File: src/rtl/pll_drp_reconf_pkg.sv
// ============================================================================
// pll_drp_reconf_pkg : FSM states, DRP address map and merge helper
// Rev 1.0
// ============================================================================
`default_nettype none

package pll_drp_reconf_pkg;

  localparam int DRP_ADDR_W = 7;
  localparam int DRP_DATA_W = 16;

  typedef enum logic [3:0] {
    ST_IDLE       = 4'd0,
    ST_ASSERT_RST = 4'd1,
    ST_READ       = 4'd2,
    ST_WAIT_RD    = 4'd3,
    ST_WRITE      = 4'd4,
    ST_WAIT_WR    = 4'd5,
    ST_NEXT       = 4'd6,
    ST_RELEASE    = 4'd7,
    ST_WAIT_LOCK  = 4'd8,
    ST_DONE       = 4'd9
  } state_t;

  // 7-series PLL DRP register addresses
  localparam logic [DRP_ADDR_W-1:0] ADDR_CLKOUT0_REG1  = 7'h08;
  localparam logic [DRP_ADDR_W-1:0] ADDR_CLKOUT0_REG2  = 7'h09;
  localparam logic [DRP_ADDR_W-1:0] ADDR_CLKFBOUT_REG1 = 7'h14;
  localparam logic [DRP_ADDR_W-1:0] ADDR_CLKFBOUT_REG2 = 7'h15;
  localparam logic [DRP_ADDR_W-1:0] ADDR_DIVCLK        = 7'h16;
  localparam logic [DRP_ADDR_W-1:0] ADDR_LOCK1         = 7'h18;
  localparam logic [DRP_ADDR_W-1:0] ADDR_LOCK2         = 7'h19;
  localparam logic [DRP_ADDR_W-1:0] ADDR_LOCK3         = 7'h1A;
  localparam logic [DRP_ADDR_W-1:0] ADDR_FILT1         = 7'h4E;
  localparam logic [DRP_ADDR_W-1:0] ADDR_FILT2         = 7'h4F;

  // Mask bit 1 keeps the read-back bit, 0 takes the new bit.
  function automatic logic [DRP_DATA_W-1:0] drp_merge(
    input logic [DRP_DATA_W-1:0] rd,
    input logic [DRP_DATA_W-1:0] mask,
    input logic [DRP_DATA_W-1:0] data
  );
    return (rd & mask) | (data & ~mask);
  endfunction

  function automatic logic holds_pll_rst(input state_t s);
    return s inside {ST_ASSERT_RST, ST_READ, ST_WAIT_RD, ST_WRITE, ST_WAIT_WR, ST_NEXT};
  endfunction

endpackage

`default_nettype wire

File: src/rtl/pll_drp_reconf_if.sv
// ============================================================================
// pll_drp_reconf_if : start handshake, table lookup, DRP and PLL control
// Rev 1.0
// ============================================================================
`default_nettype none

interface pll_drp_reconf_if #(
  parameter int IDX_W = 5
) ();
  import pll_drp_reconf_pkg::*;

  logic                  sen;
  logic                  srdy;
  logic                  busy;
  logic                  err;
  logic [IDX_W-1:0]      cfg_idx;
  logic [DRP_ADDR_W-1:0] cfg_addr;
  logic [DRP_DATA_W-1:0] cfg_mask;
  logic [DRP_DATA_W-1:0] cfg_data;
  logic [DRP_ADDR_W-1:0] daddr;
  logic                  den;
  logic                  dwe;
  logic [DRP_DATA_W-1:0] di;
  logic [DRP_DATA_W-1:0] drp_do;
  logic                  drdy;
  logic                  pll_rst;
  logic                  locked;

  modport master (
    input  sen, cfg_addr, cfg_mask, cfg_data, drp_do, drdy, locked,
    output srdy, busy, err, cfg_idx, daddr, den, dwe, di, pll_rst
  );

  modport slave (
    output sen, cfg_addr, cfg_mask, cfg_data, drp_do, drdy, locked,
    input  srdy, busy, err, cfg_idx, daddr, den, dwe, di, pll_rst
  );

endinterface

`default_nettype wire

File: src/rtl/pll_drp_reconf_timer.sv
// ============================================================================
// drp_timer : loadable down-counter, expired while the count sits at zero
// Rev 1.0
// ============================================================================
`default_nettype none

module drp_timer #(
  parameter int CNT_W = 16
) (
  input  logic             clk,
  input  logic             rst,
  input  logic             load_i,
  input  logic [CNT_W-1:0] load_val_i,
  output logic             expired_o
);

  logic [CNT_W-1:0] cnt_q, cnt_d;

  always_comb begin
    cnt_d = cnt_q;
    if (load_i)
      cnt_d = load_val_i;
    else if (cnt_q != '0)
      cnt_d = cnt_q - CNT_W'(1);
  end

  always_ff @(posedge clk) begin
    if (rst) cnt_q <= '0;
    else     cnt_q <= cnt_d;
  end

  assign expired_o = (cnt_q == '0);

endmodule

`default_nettype wire

File: src/rtl/pll_drp_reconf.sv
// ============================================================================
// pll_drp_reconf : holds PLL in reset, read-modify-writes the DRP table,
//                  releases reset and waits for lock with timeouts
// Rev 1.0
// ============================================================================
`default_nettype none

module pll_drp_reconf
  import pll_drp_reconf_pkg::*;
#(
  parameter int N_REGS       = 23,
  parameter int IDX_W        = 5,
  parameter int RST_HOLD     = 4,
  parameter int DRDY_TIMEOUT = 64,
  parameter int LOCK_TIMEOUT = 65535
) (
  input logic               clk,
  input logic               rst,
  pll_drp_reconf_if.master  bus
);

  localparam int                CNT_W     = $clog2(LOCK_TIMEOUT + 1);
  localparam logic [CNT_W-1:0]  HOLD_LOAD = CNT_W'(RST_HOLD - 1);
  localparam logic [CNT_W-1:0]  DRDY_LOAD = CNT_W'(DRDY_TIMEOUT - 1);
  localparam logic [CNT_W-1:0]  LOCK_LOAD = CNT_W'(LOCK_TIMEOUT - 1);
  localparam logic [IDX_W-1:0]  LAST_IDX  = IDX_W'(N_REGS - 1);

  state_t                state_q, state_d;
  logic [IDX_W-1:0]      cfg_idx_q, cfg_idx_d;
  logic [DRP_ADDR_W-1:0] daddr_q, daddr_d;
  logic [DRP_DATA_W-1:0] di_q, di_d;
  logic [DRP_DATA_W-1:0] rd_q, rd_d;
  logic                  err_q, err_d;

  logic                  w_tmr_load;
  logic [CNT_W-1:0]      w_tmr_val;
  logic                  w_tmr_expired;
  logic [DRP_DATA_W-1:0] w_merged;

  assign w_merged = drp_merge(rd_q, bus.cfg_mask, bus.cfg_data);

  // One timer serves the reset hold, each DRDY wait and the lock wait.
  drp_timer #(.CNT_W(CNT_W)) u_timer (
    .clk        (clk),
    .rst        (rst),
    .load_i     (w_tmr_load),
    .load_val_i (w_tmr_val),
    .expired_o  (w_tmr_expired)
  );

  always_comb begin
    state_d    = state_q;
    cfg_idx_d  = cfg_idx_q;
    daddr_d    = daddr_q;
    di_d       = di_q;
    rd_d       = rd_q;
    err_d      = err_q;
    w_tmr_load = 1'b0;
    w_tmr_val  = '0;

    case (state_q)
      ST_IDLE: begin
        if (bus.sen) begin
          state_d    = ST_ASSERT_RST;
          cfg_idx_d  = '0;
          err_d      = 1'b0;
          w_tmr_load = 1'b1;
          w_tmr_val  = HOLD_LOAD;
        end
      end
      ST_ASSERT_RST: begin
        if (w_tmr_expired) state_d = ST_READ;
      end
      ST_READ: begin
        daddr_d    = bus.cfg_addr;
        w_tmr_load = 1'b1;
        w_tmr_val  = DRDY_LOAD;
        state_d    = ST_WAIT_RD;
      end
      ST_WAIT_RD: begin
        if (bus.drdy) begin
          rd_d    = bus.drp_do;
          state_d = ST_WRITE;
        end else if (w_tmr_expired) begin
          err_d   = 1'b1;
          state_d = ST_RELEASE;
        end
      end
      ST_WRITE: begin
        di_d       = w_merged;
        w_tmr_load = 1'b1;
        w_tmr_val  = DRDY_LOAD;
        state_d    = ST_WAIT_WR;
      end
      ST_WAIT_WR: begin
        if (bus.drdy) begin
          state_d = ST_NEXT;
        end else if (w_tmr_expired) begin
          err_d   = 1'b1;
          state_d = ST_RELEASE;
        end
      end
      ST_NEXT: begin
        if (cfg_idx_q == LAST_IDX) begin
          state_d = ST_RELEASE;
        end else begin
          cfg_idx_d = cfg_idx_q + IDX_W'(1);
          state_d   = ST_READ;
        end
      end
      ST_RELEASE: begin
        w_tmr_load = 1'b1;
        w_tmr_val  = LOCK_LOAD;
        state_d    = ST_WAIT_LOCK;
      end
      ST_WAIT_LOCK: begin
        // A DRP timeout earlier in the run keeps ERR set even if lock follows.
        if (bus.locked) begin
          state_d = ST_DONE;
        end else if (w_tmr_expired) begin
          err_d   = 1'b1;
          state_d = ST_DONE;
        end
      end
      ST_DONE: begin
        state_d = ST_IDLE;
      end
      default: begin
        state_d = ST_IDLE;
      end
    endcase
  end

  always_ff @(posedge clk) begin
    if (rst) begin
      state_q   <= ST_IDLE;
      cfg_idx_q <= '0;
      daddr_q   <= '0;
      di_q      <= '0;
      rd_q      <= '0;
      err_q     <= 1'b0;
    end else begin
      state_q   <= state_d;
      cfg_idx_q <= cfg_idx_d;
      daddr_q   <= daddr_d;
      di_q      <= di_d;
      rd_q      <= rd_d;
      err_q     <= err_d;
    end
  end

  // Address and write data come straight from the lookup in their DEN cycle.
  assign bus.daddr   = (state_q == ST_READ)  ? bus.cfg_addr : daddr_q;
  assign bus.di      = (state_q == ST_WRITE) ? w_merged     : di_q;
  assign bus.den     = (state_q == ST_READ) || (state_q == ST_WRITE);
  assign bus.dwe     = (state_q == ST_WRITE);
  assign bus.srdy    = (state_q == ST_DONE);
  assign bus.busy    = (state_q != ST_IDLE);
  assign bus.err     = err_q;
  assign bus.cfg_idx = cfg_idx_q;
  assign bus.pll_rst = holds_pll_rst(state_q);

endmodule

`default_nettype wire

File: src/flat_wrapper.sv
// flat-port wrapper written by rule: the top's interface ports become plain ports
module pll_drp_reconf_flat import pll_drp_reconf_pkg::*;
#(
  parameter int N_REGS       = 23,
  parameter int IDX_W        = 5,
  parameter int RST_HOLD     = 4,
  parameter int DRDY_TIMEOUT = 64,
  parameter int LOCK_TIMEOUT = 65535
)
  (clk, rst, bus_sen, bus_cfg_addr, bus_cfg_mask, bus_cfg_data, bus_drp_do, bus_drdy, bus_locked, bus_srdy, bus_busy, bus_err, bus_cfg_idx, bus_daddr, bus_den, bus_dwe, bus_di, bus_pll_rst);
  pll_drp_reconf_if #(.IDX_W(IDX_W)) bus_i ();
  input logic clk;
  input logic rst;
  input wire logic [$bits(bus_i.sen)-1:0] bus_sen;
  input wire logic [$bits(bus_i.cfg_addr)-1:0] bus_cfg_addr;
  input wire logic [$bits(bus_i.cfg_mask)-1:0] bus_cfg_mask;
  input wire logic [$bits(bus_i.cfg_data)-1:0] bus_cfg_data;
  input wire logic [$bits(bus_i.drp_do)-1:0] bus_drp_do;
  input wire logic [$bits(bus_i.drdy)-1:0] bus_drdy;
  input wire logic [$bits(bus_i.locked)-1:0] bus_locked;
  output wire logic [$bits(bus_i.srdy)-1:0] bus_srdy;
  output wire logic [$bits(bus_i.busy)-1:0] bus_busy;
  output wire logic [$bits(bus_i.err)-1:0] bus_err;
  output wire logic [$bits(bus_i.cfg_idx)-1:0] bus_cfg_idx;
  output wire logic [$bits(bus_i.daddr)-1:0] bus_daddr;
  output wire logic [$bits(bus_i.den)-1:0] bus_den;
  output wire logic [$bits(bus_i.dwe)-1:0] bus_dwe;
  output wire logic [$bits(bus_i.di)-1:0] bus_di;
  output wire logic [$bits(bus_i.pll_rst)-1:0] bus_pll_rst;
  assign bus_i.sen = bus_sen;
  assign bus_i.cfg_addr = bus_cfg_addr;
  assign bus_i.cfg_mask = bus_cfg_mask;
  assign bus_i.cfg_data = bus_cfg_data;
  assign bus_i.drp_do = bus_drp_do;
  assign bus_i.drdy = bus_drdy;
  assign bus_i.locked = bus_locked;
  assign bus_srdy = bus_i.srdy;
  assign bus_busy = bus_i.busy;
  assign bus_err = bus_i.err;
  assign bus_cfg_idx = bus_i.cfg_idx;
  assign bus_daddr = bus_i.daddr;
  assign bus_den = bus_i.den;
  assign bus_dwe = bus_i.dwe;
  assign bus_di = bus_i.di;
  assign bus_pll_rst = bus_i.pll_rst;
  pll_drp_reconf #(.N_REGS(N_REGS), .IDX_W(IDX_W), .RST_HOLD(RST_HOLD), .DRDY_TIMEOUT(DRDY_TIMEOUT), .LOCK_TIMEOUT(LOCK_TIMEOUT)) u_core (.clk(clk), .rst(rst), .bus(bus_i));
endmodule
File: config.mk
export PLATFORM = sky130hd
export DESIGN_NAME = pll_drp_reconf_flat
export DESIGN_NICKNAME = d
export VERILOG_FILES = /design/src/rtl/pll_drp_reconf_pkg.sv /design/src/rtl/pll_drp_reconf_if.sv /design/src/rtl/pll_drp_reconf_timer.sv /design/src/rtl/pll_drp_reconf.sv /design/src/flat_wrapper.sv
export SDC_FILE = /design/constraint.sdc
export NUM_CORES = 1
export LEC_CHECK = 0
export ABC_AREA = 1
export CORE_MARGIN = 4
export CORE_UTILIZATION = 60
export CTS_CLUSTER_SIZE = 28
export DETAILED_ROUTE_END_ITERATION = 6
export DONT_BUFFER_PORTS = 1
export GPL_ROUTABILITY_DRIVEN = 0
export PLACE_DENSITY = 0.83
export SKIP_LAST_GASP = 1
export SLEW_MARGIN = 20
export SYNTH_ARGS = -nofsm -noshare
export SYNTH_HDL_FRONTEND = slang
export SYNTH_SLANG_ARGS = --single-unit
File: constraint.sdc
create_clock -name clk -period 3 [get_ports clk]
set_input_delay 0.3 -clock clk [delete_from_list [all_inputs] [get_ports clk]]
set_output_delay 0.3 -clock clk [all_outputs]
set_load 0.02 [all_outputs]
# After elaboration in Yosys (flattened, before gate mapping)
# Cells that the tools add are included.
# W data, S select, Z words.
[op_classes]
n_addsub = 2
eq_ne = 16
n_mux = 25
n_bitwise = 4
n_reduce_logical = 16
[ops]
columns = ["operator", "n"]
rows = [
  ["$mux W16", 3],
  ["$pmux W16 S3", 1],
  ["$pmux W4 S9", 1],
  ["$and A16 B16 Y16", 2],
  ["$mux W4", 7],
  ["$eq A4 B3 Y1 const B", 4],
  ["$logic_not A16 Y1", 1],
  ["$not A16 Y16", 1],
  ["$or A16 B16 Y16", 1],
  ["$reduce_bool A16 Y1", 1],
  ["$sub A16 B1 Y16 const B", 1],
  ["$mux W5", 2],
  ["$ne A2 B2 Y1 const B", 5],
  ["$pmux W5 S2", 1],
  ["$eq A4 B2 Y1 const B", 2],
  ["$eq A4 B4 Y1 const B", 2],
  ["$mux W7", 1],
  ["$reduce_and A3 Y1", 2],
  ["$reduce_bool A6 Y1", 1],
  ["$add A5 B1 Y5 const B", 1],
  ["$eq A5 B5 Y1 const B", 1],
  ["$mux W1", 5],
  ["$eq A4 B1 Y1 const B", 1],
  ["$logic_not A4 Y1", 1],
  ["13 further kinds", 15],
]
[totals]
ff_bits = 65
in_bits = 60
output_inout_bits = 34
word_cells = 70

# Depth between registers and ports, before layout
[logic_depth]
depth_word = 4
depth_mapped = 10
mapped_depth_nobuf = 10

# By module
# A second synthesis with hierarchy kept.
[hier_totals]
cells_unflattened = 512
hier_area_um2 = 3469.6
[by_module_without_submodules]
columns = ["mod", "instances", "cells_each", "area_each_um2", "seq_area_each_um2"]
rows = [
  ["pll_drp_reconf", 1, 333, 2354.8, 980.9],
  ["drp_timer", 1, 179, 1114.8, 320.3],
]

# Worst setup path before layout
# No wires, ideal clock.
[synth_timing]
path_type = "register -> output"
from = "reg u_core.state_q[2]"
to = "out bus_di[10]"
arrival_ns = 1.357
required_ns = 2.700
setup_slack_ns = 1.343
stages_incl_launch_ff = 10
path_buffers = 2
path_cell_list = "dfxtp_1 inv_2 nor2_4 nand2_2 buf_6 clkinv_4 buf_6 or2_1 o21ai_1 inv_1"
[synth_between]
elab_chain_cells = 2
[synth_lines]
columns = ["element", "line_no", "source"]
rows = [
  ["start: declaration", "pll_drp_reconf.sv:28", "state_t state_q, state_d;"],
  ["start signal: assignment", "pll_drp_reconf.sv:143", "state_q <= state_d;"],
  ["$eq A4 B3 Y1", "--", ""],
  ["named net bus_dwe", "flat_wrapper.sv:27", "output wire logic [$bits(bus_i.dwe)-1:0] bus_dwe;"],
  ["$mux W16", "pll_drp_reconf.sv:154", "assign bus.di = (state_q == ST_WRITE) ? w_merged : di_q;"],
  ["end: declaration", "flat_wrapper.sv:28", "output wire logic [$bits(bus_i.di)-1:0] bus_di;"],
]
# The timed path passes the listed nets, and every way through them passes these cells.

# Final worst setup path
[layout_timing]
from = "reg u_core.state_q[2]"
to = "out bus_di[0]"
# Same word-level chain as after synthesis.

==> run metrics <==
outcome finished clean; Setup crit start kind register; CTS clk-pin slew, worst paths 0.08 ns; count of different cell masters after synthesis 34; top cell type's share of synthesized area 0.385; starting density of the core 0.618; postcts setup bufs 0; syn nets 556; first-pass GRT wire length 12.6 mm; fin crit share 0.846; vias in the first global route 2793; hold crit path type in2reg; max-cap violation count 0; IO buf count 0; Bufs and invs on worst path 3; synthesized area 3380 um^2; fmax 394 MHz; # DRC 0; post-route ant nets 0; Largest stage delay, worst path 0.40 ns; Leakage 1.84 nW; cell count of the worst reg-to-reg path 7; Die Y-Extent 83.1 um; max-slew violation count 0; clock skew 0.0111 ns; RSZ-0062 raised after global routing no; post-synth top area cell dfxtp_1; initial DRC count 148; largest net degree at the start of global routing 33; CP Data Required Time 2.70 ns; CTS Root Cell clkbuf_8; Slew HR 0.332; final hold violation count 0; vias post-DR 3013; Worst path top cell family by delay simple AND/OR/NAND/NOR gates; vias per cell 5.28; CP arrival 2.24 ns; syn_area_per_cell 6.86 um^2; Core Footprint 5470 um^2; post-layout min period 2.54 ns; #FFs+latches synth 65; Critical Path Fanout Max 20; Tot Pwr 0.00362 W; hpwl dp 5.48 mm; Max H-tree Level 3; wire per inst 13.2 um; Inserted Diodes 0; share of layout cells above drive strength 1 0.110; Die ar. 6900 um^2; I/O Pins 94; sequential-to-total area share from yosys stat 0.385; actual transition at the worst max-transition pin 0.993 ns; Syn Inst Count 493; YS warnings 0; dpl cell area 3390 um^2; clock buffer count from CTS 9; hold depth 1; Die Wd 83.1 um; critical path endpoint category primary output; cts repair resizes 0; TritonCTS clock tree yes; Area Growth Syn to Fin 7.99%; CP cell instances inv_2 -> nor2_4 -> nand2_2 -> clkinv_4 -> or2_2 -> o21ai_0 -> inv_1; IR drop worst, VDD 0.570 mV; Sink Count 65; worst-skew pair later-pin latency 0.35 ns; nets 557; WL final 7.54 mm; cell count along the critical path 7; final instance area 3650 um^2; number of placement rows 27; Clock Tree Buf Depth 2; gr usage total 0.221; main area contributors after synthesis dfxtp_1 38%, inv_1 9.0%, nor2_1 8.3%; fillers 478; total grt overflow 0; PD cells 991 nW/um^2; initial antenna violation count 0; Slowest cell on crit path nand2_2; DRT Pass-1 Iters 4; Setup TNS Final 0 ns; WS Path Type reg2out; Setup-failing EPs final 0
[cell families (layout without fill, tap and decap cells)]
logic type,Yosys count,in the layout,synth area share
adder cells (fa/ha/maj),3,3,0.0111
XOR/XNOR,6,6,0.0155
flip-flops,65,65,0.385
AO/OA/AOI/OAI,105,105,0.166
buffers and inverters,98,104,0.120
AND/OR/NAND/NOR,216,216,0.302
[final cells by class]
cell class	count	area (um^2)	share of cell area
Multi-Input combinational cell	330	1680	0.459
Clock buffer	10	138	0.0377
Timing Repair Buffer	4	37.5	0.0103
Clock inverter	6	90.1	0.0247
Tap cell	72	90.1	0.0247
Inverter	84	320	0.0877
Sequential cell	65	1300	0.356
[per-stage QoR]
step                      hold WS, ns  cells  setup WS [ns]   util
final                          0.0109    571          0.462  0.667
after global routing          0.00155    571          0.296  0.667
after CTS                    0.000432    570          0.464  0.666
after detailed placement        0.376    552          0.833  0.620
after global placement          0.375    552          0.954  0.620
after floorplan                 0.430    493           1.34      -
[report_power, final]
| part | leakage [nW] | total [W] | internal, W | switching [W] |
|---|---|---|---|---|
| Sequential | 0.527 | 0.00115 | 0.00102 | 0.000129 |
| Combinational | 1.20 | 0.00162 | 0.000524 | 0.00109 |
| Clock | 0.113 | 0.000849 | 0.000493 | 0.000356 |
| Total | 1.84 | 0.00362 | 0.00204 | 0.00158 |
[layer usage]
metal,vias up,share of wire,track usage
met5,-,0,0
met4,0,0.028,0.122
met3,19,0.056,0.0536
met2,84,0.48,0.356
met1,1359,0.44,0.271
li1,1551,-,-
[worst reg2reg max path: stages (launching register included)]
cell	delay, ns
dfxtp_1	0.33
inv_1	0.11
ha_1	0.19
nand2_1	0.13
nor2_2	0.24
nand3_4	0.17
o21ai_2	0.66
a21oi_1	0.08
[Yosys cell counts]
| cell | instances |
|---|---|
| nor2_1 | 75 |
| ha_1 | 3 |
| nand3_1 | 26 |
| nand2_2 | 3 |
| nand2_1 | 71 |
| a21boi_0 | 1 |
| nand4_4 | 1 |
| nand3_4 | 2 |
| nand4_1 | 3 |
| o21ai_1 | 8 |
| nand3b_1 | 2 |
| buf_2 | 1 |
| dfxtp_1 | 65 |
| xnor2_1 | 2 |
| clkbuf_1 | 8 |
| o21ai_2 | 1 |
| xor2_1 | 4 |
| clkbuf_2 | 1 |
| or2_2 | 8 |
| a21oi_2 | 8 |
| inv_2 | 2 |
| nor3_1 | 4 |
| nand2_4 | 2 |
| o21ai_0 | 38 |
| or2_1 | 8 |
| a31oi_1 | 1 |
| nor2_4 | 4 |
| clkinv_4 | 1 |
| a21oi_1 | 48 |
| inv_1 | 81 |
| nor2_2 | 5 |
| nand3_2 | 1 |
| nor4_1 | 1 |
| buf_6 | 4 |
[sequential cells by signal (all words and copies together), names as in the netlist]
signal / flops
u_core.di_q: 16
u_core.rd_q: 16
u_core.u_timer.cnt_q: 16
u_core.daddr_q: 7
u_core.bus.cfg_idx: 5
u_core.state_q: 4
u_core.bus.err: 1
[path summary, 6_finish.rpt]
| check | from | slack (ns) | end |
|---|---|---|---|
| worst max register to register | u_core.u_timer.cnt_q[0] | 0.94 | u_core.u_timer.cnt_q[6] |
| worst min register to register | u_core.rd_q[11] | 0.46 | u_core.rd_q[11] |
| worst min-delay path | rst | 0.01 | u_core.di_q[4] |
| worst max-delay path | u_core.state_q[2] | 0.46 | bus_di[0] |
[what timing repair did]
action,CTS,global route
endpoints found under the hold margin,5,3
hold buffers,2,1
endpoints found under the setup margin,0,0
[cell usage in the layout, fill, tap and decap left out, drive strengths merged]
| cell type | instances |
|---|---|
| a21boi | 1 |
| a21oi | 56 |
| a31oi | 1 |
| buf | 1 |
| bufinv | 2 |
| clkbuf | 10 |
| clkinv | 3 |
| clkinvlp | 1 |
| dfxtp | 65 |
| dlygate4sd3 | 3 |
| ha | 3 |
| inv | 84 |
| nand2 | 76 |
| nand3 | 29 |
| nand3b | 2 |
| nand4 | 4 |
| nor2 | 84 |
| nor3 | 4 |
| nor4 | 1 |
| o21ai | 47 |
| or2 | 16 |
| xnor2 | 2 |
| xor2 | 4 |
No activity file was read; power rests on OpenSTA's default activity.
==> edit, RTL diff (same flow settings) <==
`N_REGS` is set to 23 in 2 places; all go to 17.
--- a/src/rtl/pll_drp_reconf.sv
+++ b/src/rtl/pll_drp_reconf.sv
@@ -8,7 +8,7 @@
 module pll_drp_reconf
   import pll_drp_reconf_pkg::*;
 #(
-  parameter int N_REGS       = 23,
+  parameter int N_REGS       = 17,
   parameter int IDX_W        = 5,
   parameter int RST_HOLD     = 4,
   parameter int DRDY_TIMEOUT = 64,
--- a/src/flat_wrapper.sv
+++ b/src/flat_wrapper.sv
@@ -1,7 +1,7 @@
 // flat-port wrapper written by rule: the top's interface ports become plain ports
 module pll_drp_reconf_flat import pll_drp_reconf_pkg::*;
 #(
-  parameter int N_REGS       = 23,
+  parameter int N_REGS       = 17,
   parameter int IDX_W        = 5,
   parameter int RST_HOLD     = 4,
   parameter int DRDY_TIMEOUT = 64,
Check against the original RTL: same outputs for any inputs over 10 cycles, from zero or initial values and one cycle with rst high; that may be too few to reach the edited logic, so the function may still have changed.
==> edit against the unedited design <==
Area after synthesis rose by 2.6%. Routed wire length rose by 2.5%. Hold slack improved by 0.0055 ns. Total power rose by 4.8%. Design area rose by 2.3%. Setup slack improved by 0.31 ns. Cell count did not move. Sequential share of layout area fell by 0.81 points. Clock power rose by 7.2%. Die area rose by 2.3%. Count of clock-buffer cells in the layout did not move. Sequential cell count did not move. Critical path type unchanged. Critical endpoint unchanged. Highest routed layer unchanged.
==> edit: results (changes against the unedited design) <==
Synth
  • Register area share after synthesis: 0.375 (-0.00958)
  • Area contributors post-synth: dfxtp_1 38%, inv_1 8.7%, nor2_1 7.6%
  • Synth cell count leaders: 80 x inv_1, 70 x nor2_1, 69 x nand2_1
  • Xor/xnor share of the synthesized area: 0.0152 (-0.000387)
  • Adder-Cell Fraction of Synth Area: 0.0108 (-0.000276)
  • Unique masters post-synth: 36 (+5.9%)
  • Post-Syn Instances: 494 (+0.20%)

GRT
  • GR Util met1: 0.249 (-0.0214)
  • Met3 Usage GRT: 0.0642 (+0.0106)
  • First-pass GRT wire length: 12700 um (+1.2%)
  • GRT Overall Usage: 0.220 (-0.000880)
  • Vias in the first global route: 2923 (+4.7%)
  • Largest net degree at the start of global routing: 34 (+3.0%)

Cells and area
  • Fill cells: 484 (+1.3%)
  • Layout cells sized above 1: 0.132 (+0.0220)

Power
  • Sw power: 1.65 mW (+4.8%)
  • P_leak: 1.86 nW (+0.83%)

Timing
  • Worst-margin pin slew: 1.03 ns (+0.0346 ns)
  • Hold_ws: 0.0164 ns (+0.00550 ns)
  • Clock skew: 0.00893 ns (-0.00221 ns)
  • Setup ws final: 0.777 ns (+0.315 ns)

Detailed routing
  • Via count: 3055 (+1.4%)
  • Via density: 5.35 (+1.4%)
  • DRT iter0 DRCs: 166 (+12%)

Status
  • Status: completed

Place
  • DP HPWL: 5490 um (+0.31%)
  • Buffers on Ports: 0 (unchanged)
  • Placed cell area: 0.00346 mm2 (+2.1%)

Critical path
  • Arr. time, crit path: 1.92 ns (-0.32 ns)
  • Worst reg2reg setup slack: 1.07 ns (+0.13 ns)
  • Critical register-to-register path endpoint: u_core.u_timer.cnt_q[15]

CTS
  • Resized Gates After CTS: 0 (unchanged)
==> edit: cell types whose count changed in the layout (fill, tap and decap cells not counted), sizes merged <==
cell	delta
nor3	+3
clkinv	-2
nor2	-2
a21oi	+1
bufinv	+1
nand3	-1
nand3b	+1
nand4	-1
==> edit: routing by layer <==
metal	share of wire	routed length (um)	vias to the layer above
li1	-	-	1556
met3	0.059	456	16
met2	0.50	3890	90
met5	0	0	-
met4	0.020	155	0
met1	0.42	3230	1393
==> edit: area by class of cell <==
class                           count  area (um2)  share of cell area
Clock buffer                       10         128              0.0341
Timing Repair Buffer                4        37.5              0.0100
Multi-Input combinational cell    331        1750               0.467
Sequential cell                    65        1300               0.348
Tap cell                           72        90.1              0.0241
Clock inverter                      6         115              0.0308
Inverter                           83         319              0.0854
==> edit: power by group through the flow <==
stage,Clock (mW),Sequential (mW),Combinational (mW)
finish,0.910,1.16,1.72
CTS,0.922,1.16,1.73
detailed placement,0,1.18,1.71
global route,0.963,1.18,1.95
global placement,0,1.17,1.65
floorplan,0,1.15,1.49
==> edit: critical path, cell delays in order, from the launching register on <==
cell	delay, ns
dfxtp_1	0.48
inv_2	0.11
nor2_4	0.16
nand2_4	0.20
inv_8	0.19
or2_2	0.13
o21ai_0	0.11
inv_1	0.19
==> edit: worst min-delay path by stage <==
| stage | to | slack (ns) |
|---|---|---|
| 3_3_place_gp | u_core.u_timer.cnt_q[1] | 0.37 |
| 5_1_grt | u_core.di_q[6] | 0.002 |
| 3_5_place_dp | u_core.u_timer.cnt_q[1] | 0.38 |
| 4_1_cts | u_core.di_q[3] | 0.002 |
| 6_report | u_core.di_q[4] | 0.02 |
| 2_1_floorplan | u_core.rd_q[10] | 0.43 |
==> edit: what timing repair did <==
item	4_1_cts	5_1_grt
endpoints found under the hold margin	0	1
buffers inserted	0	0
hold buffers	0	3
